===== config.mk =====
export PLATFORM = sky130hd
export DESIGN_NAME = i2c_meas_sched
export DESIGN_NICKNAME = d
export VERILOG_FILES = /design/src/rtl/i2c_meas_sched.sv
export SDC_FILE = /design/constraint.sdc
export NUM_CORES = 1
export LEC_CHECK = 0
export CORE_ASPECT_RATIO = 0.5
export CORE_MARGIN = 4
export CORE_UTILIZATION = 50
export DETAILED_ROUTE_END_ITERATION = 7
export PLACE_DENSITY = 0.84
export REMOVE_ABC_BUFFERS = 1
export SLEW_MARGIN = 15
export SYNTH_ARGS = -nofsm -noshare
export SYNTH_HDL_FRONTEND = slang
export SYNTH_SLANG_ARGS = --single-unit

===== constraint.sdc =====
create_clock -name i2c_clk -period 2.1 [get_ports i2c_clk]
set_input_delay 0.315 -clock i2c_clk [delete_from_list [all_inputs] [get_ports i2c_clk]]
set_output_delay 0.315 -clock i2c_clk [all_outputs]
set_load 0.01 [all_outputs]

===== src/rtl/i2c_meas_sched.sv =====
// i2c_meas_sched: round-robin measurement scheduler that sequences the shared I2C controller over two sensor slots.
// Define I2C_MEAS_SCHED_TIMEOUT_EN to add a RUN-state watchdog of TIMEOUT_CYC cycles.
module i2c_meas_sched #(
    parameter int unsigned PERIOD_CYC = 100000,
    parameter logic [6:0]  S0_ADDR    = 7'h44,
    parameter logic [15:0] S0_CMD     = 16'h2400,
    parameter logic        S0_CMD2B   = 1'b1,
    parameter logic [5:0]  S0_WAIT    = 6'd20,
    parameter logic [2:0]  S0_NBYTE   = 3'd6,
    parameter logic [6:0]  S1_ADDR    = 7'h23,
    parameter logic [15:0] S1_CMD     = 16'h0010,
    parameter logic        S1_CMD2B   = 1'b0,
    parameter logic [5:0]  S1_WAIT    = 6'd24,
    parameter logic [2:0]  S1_NBYTE   = 3'd2,
    parameter int unsigned ACK_WIN    = 4
`ifdef I2C_MEAS_SCHED_TIMEOUT_EN
   ,parameter int unsigned TIMEOUT_CYC = 2000000
`endif
) (
    input  logic        i2c_clk,
    input  logic        rst,
    input  logic        en,
    input  logic        trig,
    input  logic        i2c_ready,
    output logic        i2c_start,
    output logic [6:0]  slave_addr,
    output logic        cmd_byte,
    output logic [15:0] i2c_cmd,
    output logic [5:0]  wait_time,
    output logic [2:0]  data_byte,
    output logic [1:0]  num,
    output logic        busy,
    output logic        round_done,
    output logic        err,
    output logic [15:0] round_cnt
);
    localparam int PW = $clog2(PERIOD_CYC + 1);
    localparam int AW = $clog2(ACK_WIN + 1);
    typedef enum logic [2:0] {IDLE, LOAD, START, ACKW, RUN, NEXT, GAP} state_t;
    state_t        state, state_n;
    logic [PW-1:0] cnt, cnt_n;
    logic [AW-1:0] ack, ack_n;
    logic          slot, slot_n, expired, expired_n, pend, pend_n;
    logic          start_n, cmd_byte_n, busy_n, done_n, err_n;
    logic [6:0]    addr_n;
    logic [15:0]   cmd_n, rcnt_n;
    logic [5:0]    wait_n;
    logic [2:0]    nbyte_n;
    logic [1:0]    num_n;
`ifdef I2C_MEAS_SCHED_TIMEOUT_EN
    localparam int TW = $clog2(TIMEOUT_CYC + 1);
    logic [TW-1:0] wd, wd_n;
`endif

    always_comb begin
        state_n    = state;
        cnt_n      = cnt;
        ack_n      = ack;
        slot_n     = slot;
        expired_n  = expired;
        pend_n     = pend | (trig && state != IDLE);
        start_n    = 1'b0;
        done_n     = 1'b0;
        busy_n     = busy;
        err_n      = err;
        rcnt_n     = round_cnt;
        addr_n     = slave_addr;
        cmd_byte_n = cmd_byte;
        cmd_n      = i2c_cmd;
        wait_n     = wait_time;
        nbyte_n    = data_byte;
        num_n      = num;
`ifdef I2C_MEAS_SCHED_TIMEOUT_EN
        wd_n       = wd;
`endif
        case (state)
            IDLE: if (trig || pend || (en && expired)) begin
                state_n   = LOAD;
                busy_n    = 1'b1;
                err_n     = 1'b0;
                slot_n    = 1'b0;
                pend_n    = 1'b0;
                expired_n = 1'b0;
            end
            LOAD: begin
                state_n    = START;
                addr_n     = slot ? S1_ADDR : S0_ADDR;
                cmd_byte_n = slot ? S1_CMD2B : S0_CMD2B;
                cmd_n      = slot ? S1_CMD : S0_CMD;
                wait_n     = slot ? S1_WAIT : S0_WAIT;
                nbyte_n    = slot ? S1_NBYTE : S0_NBYTE;
                num_n      = {1'b0, slot};
            end
            START: if (i2c_ready) begin
                start_n = 1'b1;
                ack_n   = '0;
                state_n = ACKW;
            end
            ACKW: if (!i2c_ready) begin
                state_n = RUN;
`ifdef I2C_MEAS_SCHED_TIMEOUT_EN
                wd_n    = '0;
`endif
            end else if (ack == AW'(ACK_WIN - 1)) begin
                err_n   = 1'b1;
                state_n = NEXT;
            end else begin
                ack_n = ack + 1'b1;
            end
            RUN: if (i2c_ready) begin
                state_n = NEXT;
`ifdef I2C_MEAS_SCHED_TIMEOUT_EN
            end else if (wd == TW'(TIMEOUT_CYC - 1)) begin
                err_n   = 1'b1;
                state_n = NEXT;
            end else begin
                wd_n = wd + 1'b1;
`endif
            end
            NEXT: if (!slot) begin
                slot_n  = 1'b1;
                state_n = LOAD;
            end else begin
                done_n  = 1'b1;
                rcnt_n  = round_cnt + 16'd1;
                busy_n  = 1'b0;
                cnt_n   = '0;
                state_n = GAP;
            end
            // en dropping mid-gap abandons the period so no automatic round follows
            GAP: if (!en) begin
                state_n = IDLE;
            end else if (cnt == PW'(PERIOD_CYC - 1)) begin
                state_n   = IDLE;
                expired_n = 1'b1;
            end else begin
                cnt_n = cnt + 1'b1;
            end
            default: state_n = IDLE;
        endcase
    end

    always_ff @(posedge i2c_clk or negedge rst) begin
        if (!rst) begin
            state      <= IDLE;
            cnt        <= '0;
            ack        <= '0;
            slot       <= 1'b0;
            expired    <= 1'b1;
            pend       <= 1'b0;
            i2c_start  <= 1'b0;
            slave_addr <= '0;
            cmd_byte   <= 1'b1;
            i2c_cmd    <= '0;
            wait_time  <= '0;
            data_byte  <= '0;
            num        <= '0;
            busy       <= 1'b0;
            round_done <= 1'b0;
            err        <= 1'b0;
            round_cnt  <= '0;
`ifdef I2C_MEAS_SCHED_TIMEOUT_EN
            wd         <= '0;
`endif
        end else begin
            state      <= state_n;
            cnt        <= cnt_n;
            ack        <= ack_n;
            slot       <= slot_n;
            expired    <= expired_n;
            pend       <= pend_n;
            i2c_start  <= start_n;
            slave_addr <= addr_n;
            cmd_byte   <= cmd_byte_n;
            i2c_cmd    <= cmd_n;
            wait_time  <= wait_n;
            data_byte  <= nbyte_n;
            num        <= num_n;
            busy       <= busy_n;
            round_done <= done_n;
            err        <= err_n;
            round_cnt  <= rcnt_n;
`ifdef I2C_MEAS_SCHED_TIMEOUT_EN
            wd         <= wd_n;
`endif
        end
    end
endmodule


==> results by group, run 1 <==
GRT
  • First-pass GRT wire length: 8.94 mm
  • Gr usage total: 17.6%
  • Vias in the first global route: 1931
  • Initial antenna violation count: 0
  • Global route overflow: 0
  • Largest net degree at the start of global routing: 51

Synth
  • Seq/Total Area, Yosys: 48.1%
  • Post-synth EDFFs: 0
  • Synth Area in Adders: 1.92%
  • Cell variety after synth: 49
  • Top_reg_cell synth: dfrtp_1
  • Fraction of synthesized area in multiplexers: 0.864%
  • Syn Inst Count: 262
  • Synth Area in Compound Gates: 11.5%
  • Largest family of logic cells by synthesized area: simple AND/OR/NAND/NOR gates
  • Post-Syn Area: 2610 um2
  • Post-Synth Simple-Gate Area: 18.9%
  • Syn. warnings: 0
  • Mapped Avg Cell Area: 9.95 um2
  • Asr flop ratio synth: 100%
  • XOR/XNOR share of the synthesized area: 7.39%
  • Yosys reg bits: 50

Detailed routing
  • Routed WL: 5.56 mm
  • Pre-Repair DR Iteration Count: 4
  • Detailed router's first-iteration violation count: 50
  • Vias: 1971
  • Drc violations: 0
  • Avg WL per Cell: 15.0 um
  • Via/cell ratio: 5.31
  • DRT antenna net count: 0

Pwr
  • Pint: 2000 uW
  • Sw Ratio: 30.7%
  • Power share of the sequential group: 43.9%
  • P_sw: 889 uW
  • Peak supply drop: 0.000442 V
  • P per Cell Area: 928 nW/um2
  • Combinational Power Share: 28.2%
  • Clk pwr share: 27.9%
  • Lkg Pwr: 0.00137 uW

Setup path
  • Crit Path Class: flip-flop to flip-flop
  • Worst path required time: 2.35 ns
  • Worst Path Max Fanout: 4
  • CP Launch Type: flip-flop
  • CP endpoint kind: flip-flop
  • WP buf/inv: 1
  • Critical path depth in cells: 6
  • Crit path max-delay family: simple AND/OR/NAND/NOR gates
  • Critical path arrival: 2.27 ns
  • Critical path's slowest cell: or4b_1
  • R2R cell count: 6
  • Slowest cell delay on critical path: 0.51 ns
  • CP Cell Sequence: or4b_1 > or4_4 > o21ai_4 > buf_2 > o21ai_2 > a21oi_2

Finish
  • Multi-input logic area: 1140 um2
  • Reg area: 1250 um2
  • Nets: 309
  • Design area: 3120 um2
  • Layout cells sized above 1: 11.0%
  • # diodes: 0
  • Synthesis-to-layout area growth: 19.5%
  • Fillcell total: 396

Clock network
  • H-Tree Depth: 2
  • Clock buffer depth: 2
  • CTS buffer count: 5
  • TritonCTS clock tree: yes
  • Clk slew on worst S/H paths: 0.09 ns
  • Clock latency on the worst-skew pair: 0.31 ns
  • Clock sink total: 50
  • Clock root buffer: clkbuf_8

Status
  • Status: complete, no violations

Floorplanning
  • # IOs: 60
  • Die area: 6500 um2
  • Die span in y: 59.1 um
  • Row count: 18
  • CORE AREA: 4980 um2
  • DIE WIDTH: 110 um
  • Initial Utilization: 52.4%

STA
  • Slew Limit Fails: 0
  • F_max: 0.494 GHz
  • Final WS setup: 0.0759 ns
  • Setup Skew: 0.00902 ns
  • Hold WS: 0.0992 ns
  • Final min period: 2.02 ns
  • TNS Setup: 0 ns
  • Slew headroom: 58.7%
  • Worst-margin pin slew: 0.620 ns
  • Finish-stage setup viols: 0
  • Period utilization: 96.4%
  • Final Hold Vio Count: 0

Worst hold path
  • Worst min-delay path class: input port to asynchronous set/reset pin

Run
  • Max cap viols: 0

Placement
  • GP Congestion: 0.815
  • IO Port Bufs: 39
  • Detailed placer's ending HPWL: 4.03 mm
  • DP Area: 2950 um2
  • Post-Place Setup Slack: -0.00343 ns
==> power groups by stage <==
stage / clock (uW) / combinational (uW) / sequential (uW)
after CTS: 814 / 816 / 1270
after floorplan: 0 / 302 / 1350
after global placement: 0 / 783 / 1270
final: 808 / 815 / 1270
after global routing: 859 / 895 / 1300
after detailed placement: 0 / 813 / 1280
==> flip-flops by register name, summed over array words and instances (netlist names), 2 cells and up <==
signal / flops
cnt: 17
round_cnt: 16
ack: 3
state: 3
wait_time: 2
==> final cells by class <==
class                   instances  share of cell area [%]
flip-flops and latches         50                    40.2
multi-input cells             186                    36.5
repair buffers                 51                    15.3
well taps                      70                    2.81
clock buffers                   5                    2.21
clock inverters                 3                    2.21
inverters                       6                   0.723
==> cell usage in the layout (no fill, tap or decap), types with 2 or more instances in the layout <==
cell type | Yosys | layout
a21oi_2 | 3 | 3
or3_1 | 7 | 7
dfstp_2 | 2 | 2
nor2_1 | 16 | 16
buf_4 | 31 | 10
and3b_1 | 3 | 3
ha_1 | 4 | 4
inv_1 | 6 | 6
nor4_1 | 3 | 3
a21oi_1 | 6 | 6
o21ai_0 | 16 | 16
buf_2 | 1 | 2
conb_1 | 1 | 20
o2111ai_1 | 2 | 2
mux2_2 | 2 | 2
clkdlybuf4s50_1 | 0 | 38
a21o_1 | 2 | 2
and3_1 | 5 | 5
a22o_1 | 3 | 3
o21ai_2 | 3 | 2
nor3_1 | 6 | 6
bufinv_16 | 0 | 2
dfrtp_1 | 48 | 48
nand3_1 | 13 | 13
nand2b_1 | 2 | 2
nand4_1 | 3 | 3
nand2_1 | 23 | 23
clkbuf_8 | 0 | 5
and4_1 | 3 | 3
xnor2_1 | 21 | 21
==> cell usage after synthesis (4+ instances only) <==
cell type / n / area, um2
nand2_1: 23 / 86.3
dfrtp_1: 48 / 1200
or3_1: 7 / 43.8
buf_4: 31 / 233
inv_1: 6 / 22.5
nor3_1: 6 / 30.0
xnor2_1: 21 / 184
nand3_1: 13 / 65.1
a21oi_1: 6 / 30.0
nor2_1: 16 / 60.1
o21ai_0: 16 / 80.1
and3_1: 5 / 31.3
clkbuf_1: 6 / 22.5
ha_1: 4 / 50.1
==> kinds of logic (layout without fill, tap and decap cells) <==
logic type	after synthesis	in the layout
mux	2	2
compound gates	45	45
buf+inv	45	65
xor+xnor	22	22
flops	50	50
other cells	1	20
fa+ha+maj	4	4
simple gates	93	93
==> stage by stage <==
stage,utilization [%],cells,power (uW)
after global routing,62.6,371,3050
after detailed placement,59.2,360,2100
final,62.6,371,2890
after CTS,62.0,368,2900
after global placement,59.2,360,2050
after floorplan,-,242,1650
==> final timing paths <==
check / end / slack (ns) / startpoint
min reg2reg: round_cnt[15]$_DFFE_PN0P_ / 0.49 / round_cnt[15]$_DFFE_PN0P_
min: round_cnt[11]$_DFFE_PN0P_ / 0.1 / rst
max in group asynchronous: cnt[0]$_DFFE_PN0P_ / 1.58 / rst
max reg2reg: cnt[4]$_DFFE_PN0P_ / 0.08 / cnt[12]$_DFFE_PN0P_
max: cnt[4]$_DFFE_PN0P_ / 0.08 / cnt[12]$_DFFE_PN0P_
min in group i2c_clk: round_cnt[15]$_DFFE_PN0P_ / 0.49 / round_cnt[15]$_DFFE_PN0P_
==> worst register-to-register path: stages (launching register included) <==
cell	delay, ns
dfrtp_1	0.42
or4b_1	0.51
or4_4	0.47
o21ai_4	0.20
buf_2	0.18
o21ai_2	0.07
a21oi_2	0.11
==> what timing repair did <==
| action | 4_1_cts | 5_1_grt |
|---|---|---|
| endpoints found under the hold margin | 0 | 0 |
| setup endpoints to repair | 0 | 6 |
| setup buffers | 0 | 2 |
| hold buffers | 0 | 0 |
| gates resized for setup | 0 | 2 |
==> per-layer routing <==
| metal | vias to the layer above | global-route usage (%) | share of wire, % |
|---|---|---|---|
| met5 | - | 0 | 0 |
| met1 | 966 | 21.3 | 42 |
| met2 | 65 | 31.6 | 52 |
| met3 | 8 | 3.48 | 4.7 |
| met4 | 0 | 6.67 | 1.1 |
| li1 | 932 | - | - |
No activity file was read; power rests on OpenSTA's default activity.
==> run 2: changes to the inputs <==
- PLACE_DENSITY: 0.84 -> unset
- PLACE_DENSITY_LB_ADDON: unset -> 0.05
- SKIP_LAST_GASP: unset -> 1
==> run 2 against run 1 <==
Net effect:
- clock power decreased by 31%
- cell count increased by 0.81%
- wire length down 8.4%
- global-route usage fell by 0.86 points
- sequential power about the same
- worst hold slack improved by 0.37 ns
- critical path type unchanged
- critical endpoint is now cnt[3]$_DFFE_PN0P_
- first-iteration DRC count increased by 70%
==> results by group, run 2 (synthesized netlist as in run 1, its figures left out) <==
Status
  • Status: complete, no violations

Setup path
  • Worst R2R Setup Slack: 0.08 ns
  • RR Endpoint: cnt[3]$_DFFE_PN0P_
  • R2r startpoint: cnt[13]$_DFFE_PN0P_
  • Slowest cell delay on critical path: 0.54 ns
  • Crit Path Class: flip-flop to flip-flop
  • CP endpoint kind: flip-flop
  • R2R cell count: 6
  • Critical path arrival: 2.27 ns
  • Worst Path Max Fanout: 9
  • Worst path required time: 2.35 ns
  • CP Launch Type: flip-flop
  • Critical path's slowest cell: or4b_1
  • CP Cell Sequence: or4b_1 > or4_4 > o21ai_4 > buf_4 > o21ai_2 > a21oi_2

STA
  • Period utilization: 96.4%
  • Slew Limit Fails: 0
  • F_max: 0.494 GHz
  • Setup Skew: 0.0105 ns
  • RSZ-0062 raised after global routing: false
  • Final min period: 2.02 ns
  • Worst-margin pin slew: 0.487 ns
  • Final Hold Vio Count: 0
  • Hold WS: 0.471 ns
  • Final WS setup: 0.0758 ns
  • Slew headroom: 67.3%
  • Finish-stage setup viols: 0

Clock network
  • Clock buffer depth: 2
  • H-Tree Depth: 2
  • TritonCTS clock tree: yes
  • CTS buffer count: 5
  • Clock sink total: 50
  • Clock root buffer: clkbuf_8
  • Clock latency on the worst-skew pair: 0.31 ns
  • Clk slew on worst S/H paths: 0.10 ns

Placement
  • Post-Place Setup Slack: -0.0325 ns
  • GP Congestion: 0.766
  • Detailed placer's ending HPWL: 3.72 mm
  • IO Port Bufs: 39

Detailed routing
  • Drc violations: 0
  • Vias: 1943
  • Via/cell ratio: 5.20
  • DRT antenna net count: 0
  • Detailed router's first-iteration violation count: 85
  • Pre-Repair DR Iteration Count: 6
  • Routed WL: 5.09 mm
  • Avg WL per Cell: 13.6 um

Finish
  • Largest registers: cnt (17), round_cnt (16)
  • Nets: 313
  • Final core occ: 62.4%
  • # diodes: 0
  • Reg area: 1250 um2
  • Max FFs per register: 17
  • Multi-input logic area: 1140 um2
  • Fillcell total: 426
  • Commonest non-fill, non-tap cell in the layout: dfrtp_1
  • Reg with most FFs: cnt
  • Layout cells sized above 1: 11.5%
  • Commonest non-fill, non-tap cells in the layout: dfrtp_1 (48), clkdlybuf4s50_1 (38), nand2_1 (23)
  • Synthesis-to-layout area growth: 19.1%

Worst hold path
  • End of the worst hold path: round_cnt[15]$_DFFE_PN0P_
  • Worst min-delay path startpoint: round_cnt[15]$_DFFE_PN0P_
  • Hold path depth: 1
  • Worst min-delay path class: flip-flop to flip-flop

Floorplanning
  • Die area: 6500 um2
  • DIE WIDTH: 110 um
  • Die span in y: 59.1 um
  • # IOs: 60
  • CORE AREA: 4980 um2
  • Initial Utilization: 52.4%
  • Row count: 18

GRT
  • Vias in the first global route: 1818
  • Initial antenna violation count: 0
  • First-pass GRT wire length: 8.48 mm
  • Largest net degree at the start of global routing: 51
  • Global route overflow: 0
  • Gr usage total: 16.7%

Pwr
  • Clk pwr share: 20.8%
  • P_sw: 883 uW
  • P per Cell Area: 859 nW/um2
  • Power share of the sequential group: 46.7%
  • Combinational Power Share: 32.4%
  • Lkg Pwr: 0.00136 uW
  • Sw Ratio: 33.1%
  • Pint: 1790 uW
  • Peak supply drop: 0.000816 V

Run
  • Max cap viols: 0
[run 2: changes by cell type in the layout (fill, tap and decap cells not counted), sizes merged]
| cell | change |
|---|---|
| buf | +3 |
| bufinv | -2 |
| clkinv | -1 |
| clkinvlp | +2 |
| dlygate4sd3 | +1 |
[run 2: cell type report]
class                   count  share of cell area (%)
clock inverters             2                   0.483
inverters                   6                   0.725
flip-flops and latches     50                    40.4
multi-input cells         186                    36.6
well taps                  70                    2.82
repair buffers             55                    16.8
clock buffers               5                    2.22
[run 2: worst max-delay path by stage]
stage	start	endpoint	slack, ns	depth (start not counted)
finish	cnt[13]$_DFFE_PN0P_	cnt[3]$_DFFE_PN0P_	0.08	6
global route	cnt[13]$_DFFE_PN0P_	cnt[3]$_DFFE_PN0P_	0.0009	6
CTS	cnt[13]$_DFFE_PN0P_	cnt[3]$_DFFE_PN0P_	0.04	6
detailed placement	cnt[13]$_DFFE_PN0P_	cnt[3]$_DFFE_PN0P_	-0.03	6
global placement	cnt[13]$_DFFE_PN0P_	cnt[3]$_DFFE_PN0P_	0.06	6
floorplan	cnt[13]$_DFFE_PN0P_	cnt[3]$_DFFE_PN0P_	0.08	5
[run 2: per-layer routing]
metal	up-vias	share of wire, %	routed length (um)	global-route usage, %
li1	942	-	-	-
met1	931	50	2540	23.8
met2	60	43	2170	25.4
met3	10	6.4	327	4.90
met4	0	1.1	57	4.21
met5	-	0	0	0
[run 2: worst max-delay path, delay by kind of cell (launching register included)]
family                 cells  cell delay [ns]
and+or+nand+nor            2             1.00
AOI/OAI and AO/OA          3             0.42
DFF                        1             0.39
buffers and inverters      1             0.16
[run 2: metrics by stage]
stage          cell area (um2)  total power (uW)  setup TNS, ns  instances
6_report                  3110              2670              0        374
4_1_cts                   3110              2700              0        374
2_1_floorplan             2410              1650              0        242
3_5_place_dp              3010              2130        -0.0413        366
5_1_grt                   3110              2850              0        374
3_3_place_gp              3010              2100              0        366
[run 2: repair_timing]
action                     in CTS  in global routing
gates cloned                    0                  0
setup buffers                   0                  0
setup endpoints to repair       3                  2
gates resized for setup         1                  0
pin swaps                       0                  1
hold buffers                    1                  0
hold endpoints to repair       25                  0
[run 2: power groups by stage]
stage               combinational (uW)  clock [uW]  sequential, uW
finish                             865         556            1250
global placement                   849           0            1260
CTS                                874         575            1250
detailed placement                 865           0            1270
floorplan                          302           0            1350
global route                       951         618            1280
==> run 3: changes to the inputs <==
- PLACE_DENSITY: unset -> 0.84
- PLACE_DENSITY_LB_ADDON: 0.05 -> unset
==> results of run 3 <==
Same layout as run 1: the final DEF is identical, and so are final timing and power.
